`config.mk`:
```
export PLATFORM = sky130hd
export DESIGN_NAME = mem_access_stage
export DESIGN_NICKNAME = d
export VERILOG_FILES = /design/src/rtl/mem_access_stage.sv
export SDC_FILE = /design/constraint.sdc
export NUM_CORES = 1
export LEC_CHECK = 0
export BUFFER_PORTS_ARGS = -buffer_cell sky130_fd_sc_hd__buf_4
export CORE_ASPECT_RATIO = 1.25
export CORE_MARGIN = 1.5
export CORE_UTILIZATION = 45
export DETAILED_ROUTE_END_ITERATION = 12
export PLACE_DENSITY = 0.82
export SLEW_MARGIN = 25
export SYNTH_ARGS = -nofsm -noshare
export SYNTH_HDL_FRONTEND = slang
export SYNTH_SLANG_ARGS = --single-unit
```
`constraint.sdc`:
```
create_clock -name clk -period 9.61 [get_ports clk]
set_input_delay 0.961 -clock clk [delete_from_list [all_inputs] [get_ports clk]]
set_output_delay 0.961 -clock clk [all_outputs]
set_load 0.05 [all_outputs]
```
`src/rtl/mem_access_stage.sv`:
```
// mem_access_stage: pipeline MEM stage. Takes the EX/MEM latch, runs loads and
// stores over a request/ready data bus, and registers the result toward WB.
// Handles byte-lane steering, sign/zero extension, alignment checks, a bus
// timeout, and the mem_stall back-pressure that holds the upstream stages.
//
// Bus handshake: while dmem_req is high, dmem_addr/dmem_we/dmem_wdata/dmem_be
// are held stable. The transfer completes at the first rising edge where
// dmem_ready is high. dmem_ready is ignored whenever dmem_req is low.
`timescale 1ns/1ps
module mem_access_stage #(
  parameter int TIMEOUT_CYCLES = 255
) (
  input  logic        clk,
  input  logic        reset,
  input  logic [31:0] alu_result_in,
  input  logic [31:0] read_data_2_in,
  input  logic [4:0]  write_register_in,
  input  logic        reg_write_in,
  input  logic        mem_to_reg_in,
  input  logic        is_halt_in,
  input  logic        mem_read_in,
  input  logic        mem_write_in,
  input  logic [5:0]  opcode_in,
  output logic        dmem_req,
  output logic        dmem_we,
  output logic [31:0] dmem_addr,
  output logic [31:0] dmem_wdata,
  output logic [3:0]  dmem_be,
  input  logic        dmem_ready,
  input  logic [31:0] dmem_rdata,
  output logic        mem_stall,
  output logic [31:0] mem_data_out,
  output logic [31:0] alu_result_out,
  output logic [4:0]  write_register_out,
  output logic        reg_write_out,
  output logic        mem_to_reg_out,
  output logic        is_halt_out,
  output logic        misalign_out,
  output logic        bus_error_out,
  output logic        fsm_state
);

  localparam logic [0:0]  ST_IDLE     = 1'b0;
  localparam logic [0:0]  ST_ACCESS   = 1'b1;
  localparam logic [1:0]  SZ_BYTE     = 2'd0;
  localparam logic [1:0]  SZ_HALF     = 2'd1;
  localparam logic [1:0]  SZ_WORD     = 2'd2;
  localparam logic [15:0] TIMEOUT_LIM = 16'(TIMEOUT_CYCLES);
  localparam bit          TIMEOUT_EN  = (TIMEOUT_CYCLES != 0);

  logic [0:0]  state;
  logic [15:0] wait_cnt;

  // Access captured at IDLE -> ACCESS; upstream is held, but keeping our own
  // copy makes the bus fields immune to anything upstream does meanwhile.
  logic [31:0] addr_q, wdata_q, alu_q;
  logic [3:0]  be_q;
  logic [1:0]  size_q, off_q;
  logic        we_q, sign_q;
  logic [4:0]  wreg_q;
  logic        regw_q, m2r_q, halt_q;

  logic [1:0]  a;
  logic        is_mem, misalign, mis_op, start_access, in_access, done, timeout_hit;
  logic [1:0]  size_d;
  logic        sign_d;
  logic [3:0]  be_d;
  logic [31:0] wdata_d, load_ext;
  logic [7:0]  lane_b;
  logic [15:0] lane_h;

  assign a      = alu_result_in[1:0];
  assign is_mem = mem_read_in | mem_write_in;

  // Access size and signedness from the opcode; unknown opcodes act as words.
  always_comb begin
    size_d = SZ_WORD;
    sign_d = 1'b0;
    case (opcode_in)
      6'h20:        begin size_d = SZ_BYTE; sign_d = 1'b1; end
      6'h24, 6'h28: size_d = SZ_BYTE;
      6'h21:        begin size_d = SZ_HALF; sign_d = 1'b1; end
      6'h25, 6'h29: size_d = SZ_HALF;
      default:      size_d = SZ_WORD;
    endcase
  end

  // Lane enables, replicated store data and alignment check per access size.
  always_comb begin
    be_d     = 4'b1111;
    wdata_d  = read_data_2_in;
    misalign = 1'b0;
    case (size_d)
      SZ_BYTE: begin
        be_d    = 4'b0001 << a;
        wdata_d = {4{read_data_2_in[7:0]}};
      end
      SZ_HALF: begin
        be_d     = a[1] ? 4'b1100 : 4'b0011;
        wdata_d  = {2{read_data_2_in[15:0]}};
        misalign = a[0];
      end
      default: misalign = (a != 2'b00);
    endcase
  end

  assign mis_op       = is_mem & misalign;
  assign start_access = (state == ST_IDLE) & is_mem & ~misalign;
  assign in_access    = (state == ST_ACCESS);
  assign done         = in_access & dmem_ready;
  // Fires on the TIMEOUT_CYCLES-th ACCESS cycle that still sees no ready.
  assign timeout_hit  = TIMEOUT_EN && in_access && !dmem_ready &&
                        (wait_cnt == TIMEOUT_LIM - 16'd1);

  // Hold upstream for the IDLE cycle of an aligned access and for every wait cycle.
  assign mem_stall = ~reset & ((state == ST_IDLE) ? start_access
                                                   : (~dmem_ready & ~timeout_hit));

  assign dmem_req   = in_access;
  assign dmem_we    = in_access & we_q;
  assign dmem_be    = in_access ? be_q : 4'b0000;
  assign dmem_addr  = addr_q;
  assign dmem_wdata = wdata_q;
  assign fsm_state  = state;

  // Pick the addressed lane out of the returned word and extend it.
  always_comb begin
    lane_b   = dmem_rdata[{off_q, 3'b000} +: 8];
    lane_h   = off_q[1] ? dmem_rdata[31:16] : dmem_rdata[15:0];
    load_ext = dmem_rdata;
    case (size_q)
      SZ_BYTE: load_ext = {{24{sign_q & lane_b[7]}}, lane_b};
      SZ_HALF: load_ext = {{16{sign_q & lane_h[15]}}, lane_h};
      default: load_ext = dmem_rdata;
    endcase
  end

  // FSM, wait counter and capture of the outstanding access.
  always_ff @(posedge clk or posedge reset) begin
    if (reset) begin
      state    <= ST_IDLE;
      wait_cnt <= 16'd0;
      addr_q   <= 32'd0;
      wdata_q  <= 32'd0;
      be_q     <= 4'd0;
      we_q     <= 1'b0;
      size_q   <= SZ_WORD;
      sign_q   <= 1'b0;
      off_q    <= 2'd0;
      alu_q    <= 32'd0;
      wreg_q   <= 5'd0;
      regw_q   <= 1'b0;
      m2r_q    <= 1'b0;
      halt_q   <= 1'b0;
    end else begin
      case (state)
        ST_IDLE: begin
          if (start_access) begin
            state    <= ST_ACCESS;
            wait_cnt <= 16'd0;
            addr_q   <= {alu_result_in[31:2], 2'b00};
            wdata_q  <= wdata_d;
            be_q     <= be_d;
            we_q     <= mem_write_in;
            size_q   <= size_d;
            sign_q   <= sign_d;
            off_q    <= a;
            alu_q    <= alu_result_in;
            wreg_q   <= write_register_in;
            regw_q   <= reg_write_in;
            m2r_q    <= mem_to_reg_in;
            halt_q   <= is_halt_in;
          end
        end
        default: begin
          if (done || timeout_hit) state <= ST_IDLE;
          else                     wait_cnt <= wait_cnt + 16'd1;
        end
      endcase
    end
  end

  // WB-facing registers: bubble by default, pass-through, completion or abort.
  always_ff @(posedge clk or posedge reset) begin
    if (reset) begin
      mem_data_out       <= 32'd0;
      alu_result_out     <= 32'd0;
      write_register_out <= 5'd0;
      reg_write_out      <= 1'b0;
      mem_to_reg_out     <= 1'b0;
      is_halt_out        <= 1'b0;
      misalign_out       <= 1'b0;
      bus_error_out      <= 1'b0;
    end else begin
      mem_data_out       <= 32'd0;
      alu_result_out     <= 32'd0;
      write_register_out <= 5'd0;
      reg_write_out      <= 1'b0;
      mem_to_reg_out     <= 1'b0;
      is_halt_out        <= 1'b0;
      misalign_out       <= 1'b0;
      bus_error_out      <= 1'b0;
      if (state == ST_IDLE) begin
        if (!start_access) begin
          alu_result_out     <= alu_result_in;
          write_register_out <= write_register_in;
          reg_write_out      <= reg_write_in & ~mis_op;
          mem_to_reg_out     <= mem_to_reg_in & ~mis_op;
          is_halt_out        <= is_halt_in;
          misalign_out       <= mis_op;
        end
      end else if (done) begin
        alu_result_out     <= alu_q;
        write_register_out <= wreg_q;
        reg_write_out      <= regw_q & ~we_q;
        mem_to_reg_out     <= m2r_q & ~we_q;
        is_halt_out        <= halt_q;
        mem_data_out       <= we_q ? 32'd0 : load_ext;
      end else if (timeout_hit) begin
        alu_result_out     <= alu_q;
        write_register_out <= wreg_q;
        is_halt_out        <= halt_q;
        bus_error_out      <= 1'b1;
      end
    end
  end

endmodule

```
==> metrics.txt, run 1 <==
# fillers=1385; initial drt markers=~370; vias in the first global route=5912; critical path endpoint=mem_stall; Final nets=979; global-route wire length before repair=around 30000 µm; max_cap viols=0; CTS tree=built; Gate power share=37.1%; Routed WL=19800 µm; CTS resizes=0; Critical Path Most Common Cell=buf_4; Worst-Margin Slew=1.04 ns; synth warn=0; status=finished clean; TritonCTS Buffers=17; pin count of the biggest net entering global routing=between 90 and 100; Net Sw Power=1050 µW; Die Y=150 µm; largest fanout on the critical path=26; multi-input logic area=0.00301 mm²; Worst path slowest cell=a2111oi_4; P_leak=between 0.004 and 0.005 µW; P_int=1620 µW; slowest stage delay, CP=0.88 ns; I/O pin count=roughly 260; Max-slew headroom=30.3%; synth top area cells=dfrtp_1 54%, mux2_2 9.8%, a22o_1 4.5%; asr flop ratio synth=100%; drc violations=0; n_diodes=0; VDD IR-drop max=0.162 mV; CP bufs+invs=2; HPWL after DPL=14000 µm; Placer Congestion=0.811; fin crit share=44.6%; worst path cell trace=buf_4 -> or3b_1 -> a2111oi_4 -> nor2_4 -> a21oi_1 -> buf_4; CTS Buffer Depth=2; Mean Syn Cell Area=11.9 µm²; R2R Path End=sign_q; DRT antenna net count=0; DR vias/cell=5.45; first-pass detailed-route iteration total=5; Cells after Synth=656; Setup CP Type=primary input to output port; core area=0.0169 mm²; number of placement rows=53; critical path depth=6; layout cells sized above 1=between 40% and 50%; max-slew violations=0; Yosys reg bits=171; worst setup margin=5.32 ns; Pwr Density=260 mW/mm²; commonest non-fill, non-tap cells in the layout=262 x buf_4, 170 x dfrtp_1, 68 x mux2_2; Hold-fix buffers, CTS=0; Reg2Reg Depth=5; setup violation total in the final timing report=0; Netlist cell types=60; final hold vios=0; post-DR wirelength/cell=18.1 µm; via count=5966; Die X=121 µm; Sw Share=39.4%; clock tree sinks=171; PortBufs=258; critical path's top delay family=compound AO/OA/AOI/OAI gates; H-tree depth=4; Crit Reg-Reg Startpoint=dmem_req; Setup Buffers After CTS=0; Post-synth EDFFs=0; Max Freq=0.233 GHz; Critical Path End Type=output port; Initial Util=46.2%; Critical Path Source Type=primary input; Sequential Power Share=36.0%; Reg area=approximately 0.0043 mm²; mapped cell area=0.00781 mm²; critical path arrival=3.33 ns; grt ovf=0; initial antenna violation count=0; RSZ-0062 raised after global routing=false; dpl ws=5.30 ns; final clock skew=between 0.009 and 0.01 ns; commonest non-fill, non-tap cell in the layout=buf_4; Worst setup startpoint=opcode_in[4]; Yosys top cell area share=54.5%; worst hold path type=register to register; top_reg_cell synth=dfrtp_1; root buf cell=clkbuf_16; Yosys top cell by area=dfrtp_1; Final TNS setup=0 ns; Layout area overhead=31.4%; Die Area=approximately 0.018 mm²; flop2flop setup slack=6.74 ns; Worst-Skew Late Latency=~0.43 ns; total global-route track usage=22.0%; Worst-path clk slew=roughly 0.06 ns; Tmin final=4.29 ns; sequential area share after synthesis=between 50 and 60%; share of total power in the clock network=26.9%; WP data required=just under 9 ns
-- worst min path at each step --
stage	cells after the start	endpoint	startpoint	slack, ns
global route	1	m2r_q	m2r_q	0.51
detailed placement	1	mem_to_reg_out	m2r_q	0.48
CTS	1	mem_to_reg_out	m2r_q	0.50
global placement	1	wreg_q[3]	wreg_q[3]	0.47
finish	1	write_register_out[1]	wreg_q[1]	0.50
floorplan	1	wreg_q[2]	wreg_q[2]	0.46
-- worst reg2reg max path, cell delays in order (launching register included) --
cell and delay, ns:
dfrtp_1 0.61, o21bai_1 0.45, a21oi_4 0.65, buf_16 0.24, buf_4 0.41, mux2_2 0.40
-- cell families after synthesis --
group,after synthesis,synth area share (%)
AND/OR/NAND/NOR,132,8.40
buffers and inverters,96,7.08
multiplexers,91,13.9
flip-flops,171,54.8
XOR/XNOR,5,0.561
AO/OA/AOI/OAI,158,14.9
other,1,0.0480
adder cells (fa/ha/maj),2,0.321
-- area by class of cell --
type | count | area share [%]
sequential | 171 | 41.7
multi-input combinational | 390 | 29.3
timing repair buffer | 264 | 19.5
clock buffer | 18 | 4.28
tap | 220 | 2.68
clock inverter | 14 | 1.77
inverter | 18 | 0.707
-- power by group through the flow --
stage / sequential [µW] / clock (µW) / combinational [µW]
3_3_place_gp: 966 / 0 / 982
5_1_grt: 976 / 763 / 1040
2_1_floorplan: 1210 / 0 / 490
6_report: 960 / 719 / 989
4_1_cts: 960 / 733 / 994
3_5_place_dp: 971 / 0 / 992
-- sequential cells by signal, summed over array words and instances, names as in the netlist --
| name | flops |
|---|---|
| halt_q | 1 |
| sign_q | 1 |
| dmem_req | 1 |
| dmem_wdata | 32 |
| we_q | 1 |
| be_q | 4 |
| mem_data_out | 32 |
| bus_error_out | 1 |
| alu_q | 32 |
| size_q | 2 |
| wreg_q | 5 |
| mem_to_reg_out | 1 |
| wait_cnt | 16 |
| misalign_out | 1 |
| write_register_out | 5 |
| m2r_q | 1 |
| regw_q | 1 |
| reg_write_out | 1 |
| is_halt_out | 1 |
| alu_result_out | 32 |
-- layer usage --
layer | track usage [%] | vias up | wire length, µm
met1 | 25.3 | 2908 | 7490
met2 | 37.5 | 266 | 9970
li1 | - | 2749 | -
met3 | 7.58 | 43 | 1740
met5 | 0 | - | 0
met4 | 8.94 | 0 | 607
-- through the flow --
step	util [%]	hold slack [ns]	total power (µW)	std cells	instance area, µm²
2_1_floorplan	-	0.459	1700	657	7810
4_1_cts	60.5	0.501	2690	1094	10200
5_1_grt	60.7	0.512	2770	1095	10300
3_5_place_dp	56.8	0.485	1960	1062	9610
3_3_place_gp	56.8	0.467	1950	1062	9610
6_report	60.7	0.500	2670	1095	10300
-- Yosys cell counts, drive strengths merged (4+ instances only) --
| library cell | instances |
|---|---|
| xnor2 | 5 |
| and2 | 6 |
| nand4 | 4 |
| nor4 | 4 |
| a32oi | 7 |
| buf | 56 |
| o221a | 7 |
| nand2 | 52 |
| a31oi | 10 |
| or3 | 5 |
| a221oi | 8 |
| inv | 18 |
| a21oi | 32 |
| o31ai | 5 |
| nand3 | 4 |
| a22o | 40 |
| mux2 | 88 |
| dfrtp | 170 |
| nor3 | 17 |
| or4 | 4 |
| clkbuf | 22 |
| nor2 | 19 |
| o21ai | 32 |
(Power assumes the default switching activity.)
==> run 2, diff against run 1 <==
- ABC_AREA: default -> 1
- PLACE_DENSITY: 0.82 -> 0.81
- clock period: 9.61 -> 4.1 ns (I/O delays scaled with it)
==> run 2 against run 1 <==
Against the previous run: global-route usage increased by 1.8 points; total power increased by 120%; critical path depth increased by 2; wire length increased by 13%; register-to-register slack got worse by 4.7 ns; first-iteration DRC count increased by 72%; die area increased by 4.8%; sequential cell count unchanged.
==> metrics.txt, run 2 <==
Tmin final=~2.7 ns; Netlist cell types=35; grt ovf=0; worst path cell trace=buf_4 -> inv_2 -> nor2_1 -> nand2_2 -> nand2_4 -> inv_2 -> nor2_1 -> buf_4; max-slew violations=0; Final TNS setup=0 ns; Setup CP Type=register to output port; H-tree depth=4; asr flop ratio synth=100%; Placer Congestion=0.907; global-route wire length before repair=35400 µm; total power=~5900 µW; DP Cell Count=between 1000 and 1500; Layout area overhead=28.6%; synth warn=0; Post-Layout Cell Count=1455; Cells after Synth=approximately 1000; WP data required=~3.7 ns; max_cap viols=0; P_leak=0.00574 µW; Die Y=154 µm; number of placement rows=55; DR vias/cell=5.13; Post-synth EDFFs=0; flop2flop setup slack=just over 2 ns; synth top area cells=dfrtp_1 52%, nand2_1 16%, nand3_1 7.1%; largest fanout on the critical path=49; HPWL after DPL=about 15000 µm; Final nets=about 1300; vias in the first global route=7152; first-pass detailed-route iteration total=7; core area=0.0180 mm²; initial drt markers=627; Max Freq=0.365 GHz; pin count of the biggest net entering global routing=approximately 150; Setup Buffers After CTS=0; RSZ-0062 raised after global routing=false; # fillers=about 1600; slowest stage delay, CP=0.51 ns; sequential area share after synthesis=52.3%; Worst path slowest cell=buf_4; layout cells sized above 1=around 27%; critical path's top delay family=buffers and inverters; via count=about 7500; initial antenna violation count=0; Die Area=0.0190 mm²; n_diodes=0; status=finished clean; Mean Syn Cell Area=8.09 µm²; total global-route track usage=23.7%; DRT antenna net count=0; Routed WL=22400 µm; Pwr Density=561 mW/mm²; Worst-Margin Slew=0.887 ns; critical path arrival=approximately 2.3 ns; top_reg_cell synth=dfrtp_1; I/O pin count=about 260; top cells by count, synth=347 x nand2_1, 170 x dfrtp_1, 116 x nand3_1; Hold-fix buffers, CTS=0; CTS Buffer Depth=2; Max-slew headroom=40.8%; Critical Path Source Type=register; Die X=between 100 and 150 µm; setup violation total in the final timing report=0; most common cell in the netlist=nand2_1; CTS resizes=0; final hold vios=0; fin crit share=66.8%; VDD IR-drop max=roughly 0.32 mV; commonest non-fill, non-tap cells in the layout=347 x nand2_1, 262 x buf_4, 169 x dfrtp_1; drc violations=0; Initial Util=45.6%; Worst-path clk slew=0.06 ns; commonest non-fill, non-tap cell in the layout=nand2_1; Yosys top cell area share=51.9%; Yosys top cell by area=dfrtp_1; Worst-Skew Late Latency=approximately 0.43 ns; PortBufs=258; TritonCTS Buffers=17; final clock skew=0.0117 ns; mapped cell area=about 0.0082 mm²; CP bufs+invs=4; root buf cell=clkbuf_16; post-DR wirelength/cell=15.4 µm; Yosys reg bits=roughly 170; worst hold path type=primary input to asynchronous set/reset pin; clock tree sinks=171; Critical Path End Type=output port; CTS tree=built
run 2: cell types whose count changed in the layout (fill, tap and decap cells not counted), moves of 40 or more:
| cell | change |
|---|---|
| nand3_1 | +112 |
| inv_1 | +55 |
| nand2_1 | +295 |
| a22o_1 | -40 |
| nor2_1 | +56 |
| mux2_2 | -68 |
run 2: kinds of logic (layout without fill, tap and decap cells):
logic type,count (synthesis),count (layout),share of synthesized area (%)
simple gates,577,577,29.8
flops,171,171,52.3
buf+inv,160,374,10.4
compound gates,94,94,6.39
xor+xnor,7,7,0.749
fa+ha+maj,2,2,0.306
other cells,1,2,0.0458
run 2: cell type report:
type                    count  area (µm²)  area share, %
clock buffers              22         464           4.41
clock inverters            10         141           1.34
inverters                  78         302           2.86
multi-input cells         682        3060           29.1
flip-flops and latches    171        4280           40.7
well taps                 228         285           2.71
repair buffers            264        2000           19.0
run 2: power breakdown:
| group | switching, µW | total, µW | internal (µW) | leakage, µW |
|---|---|---|---|---|
| logic | 1490 | 2090 | 594 | 0.00325 |
| registers | 204 | 2180 | 1970 | 0.00220 |
| clock network | 653 | 1640 | 992 | 0.000290 |
| total | 2350 | 5910 | 3560 | 0.00574 |
run 2: final timing paths:
check	start	endpoint	cells after the start
max	dmem_req	mem_stall	8
min	reset	dmem_wdata[26]	2
max reg2reg	alu_q[1]	mem_data_out[14]	7
min reg2reg	m2r_q	mem_to_reg_out	2
max in group asynchronous	reset	dmem_req	3
min in group clk	dmem_ready	bus_error_out	2
run 2: routing by layer:
| layer | GRT usage (%) | vias up | wire, µm |
|---|---|---|---|
| met5 | 0 | - | 0 |
| met4 | 10.6 | 0 | 867 |
| met3 | 4.41 | 59 | 1300 |
| met2 | 40.7 | 287 | 11400 |
| met1 | 28.7 | 3572 | 8820 |
| li1 | - | 3553 | - |
run 2: stage by stage:
stage	setup WS, ns	util [%]	area [µm²]	hold slack (ns)
floorplan	1.51	-	8200	0.442
global placement	1.78	55.2	9920	0.458
detailed placement	1.80	55.3	9930	0.460
CTS	1.33	58.6	10500	0.0237
global route	1.17	58.6	10500	0.0486
finish	1.36	58.6	10500	0.0189
run 2: worst reg2reg max path: cells and delay by family, from the launching register on:
family / cells / cell delay [ns]
compound gates: 2 / 0.54
buf+inv: 1 / 0.11
flops: 1 / 0.92
simple gates: 4 / 0.32
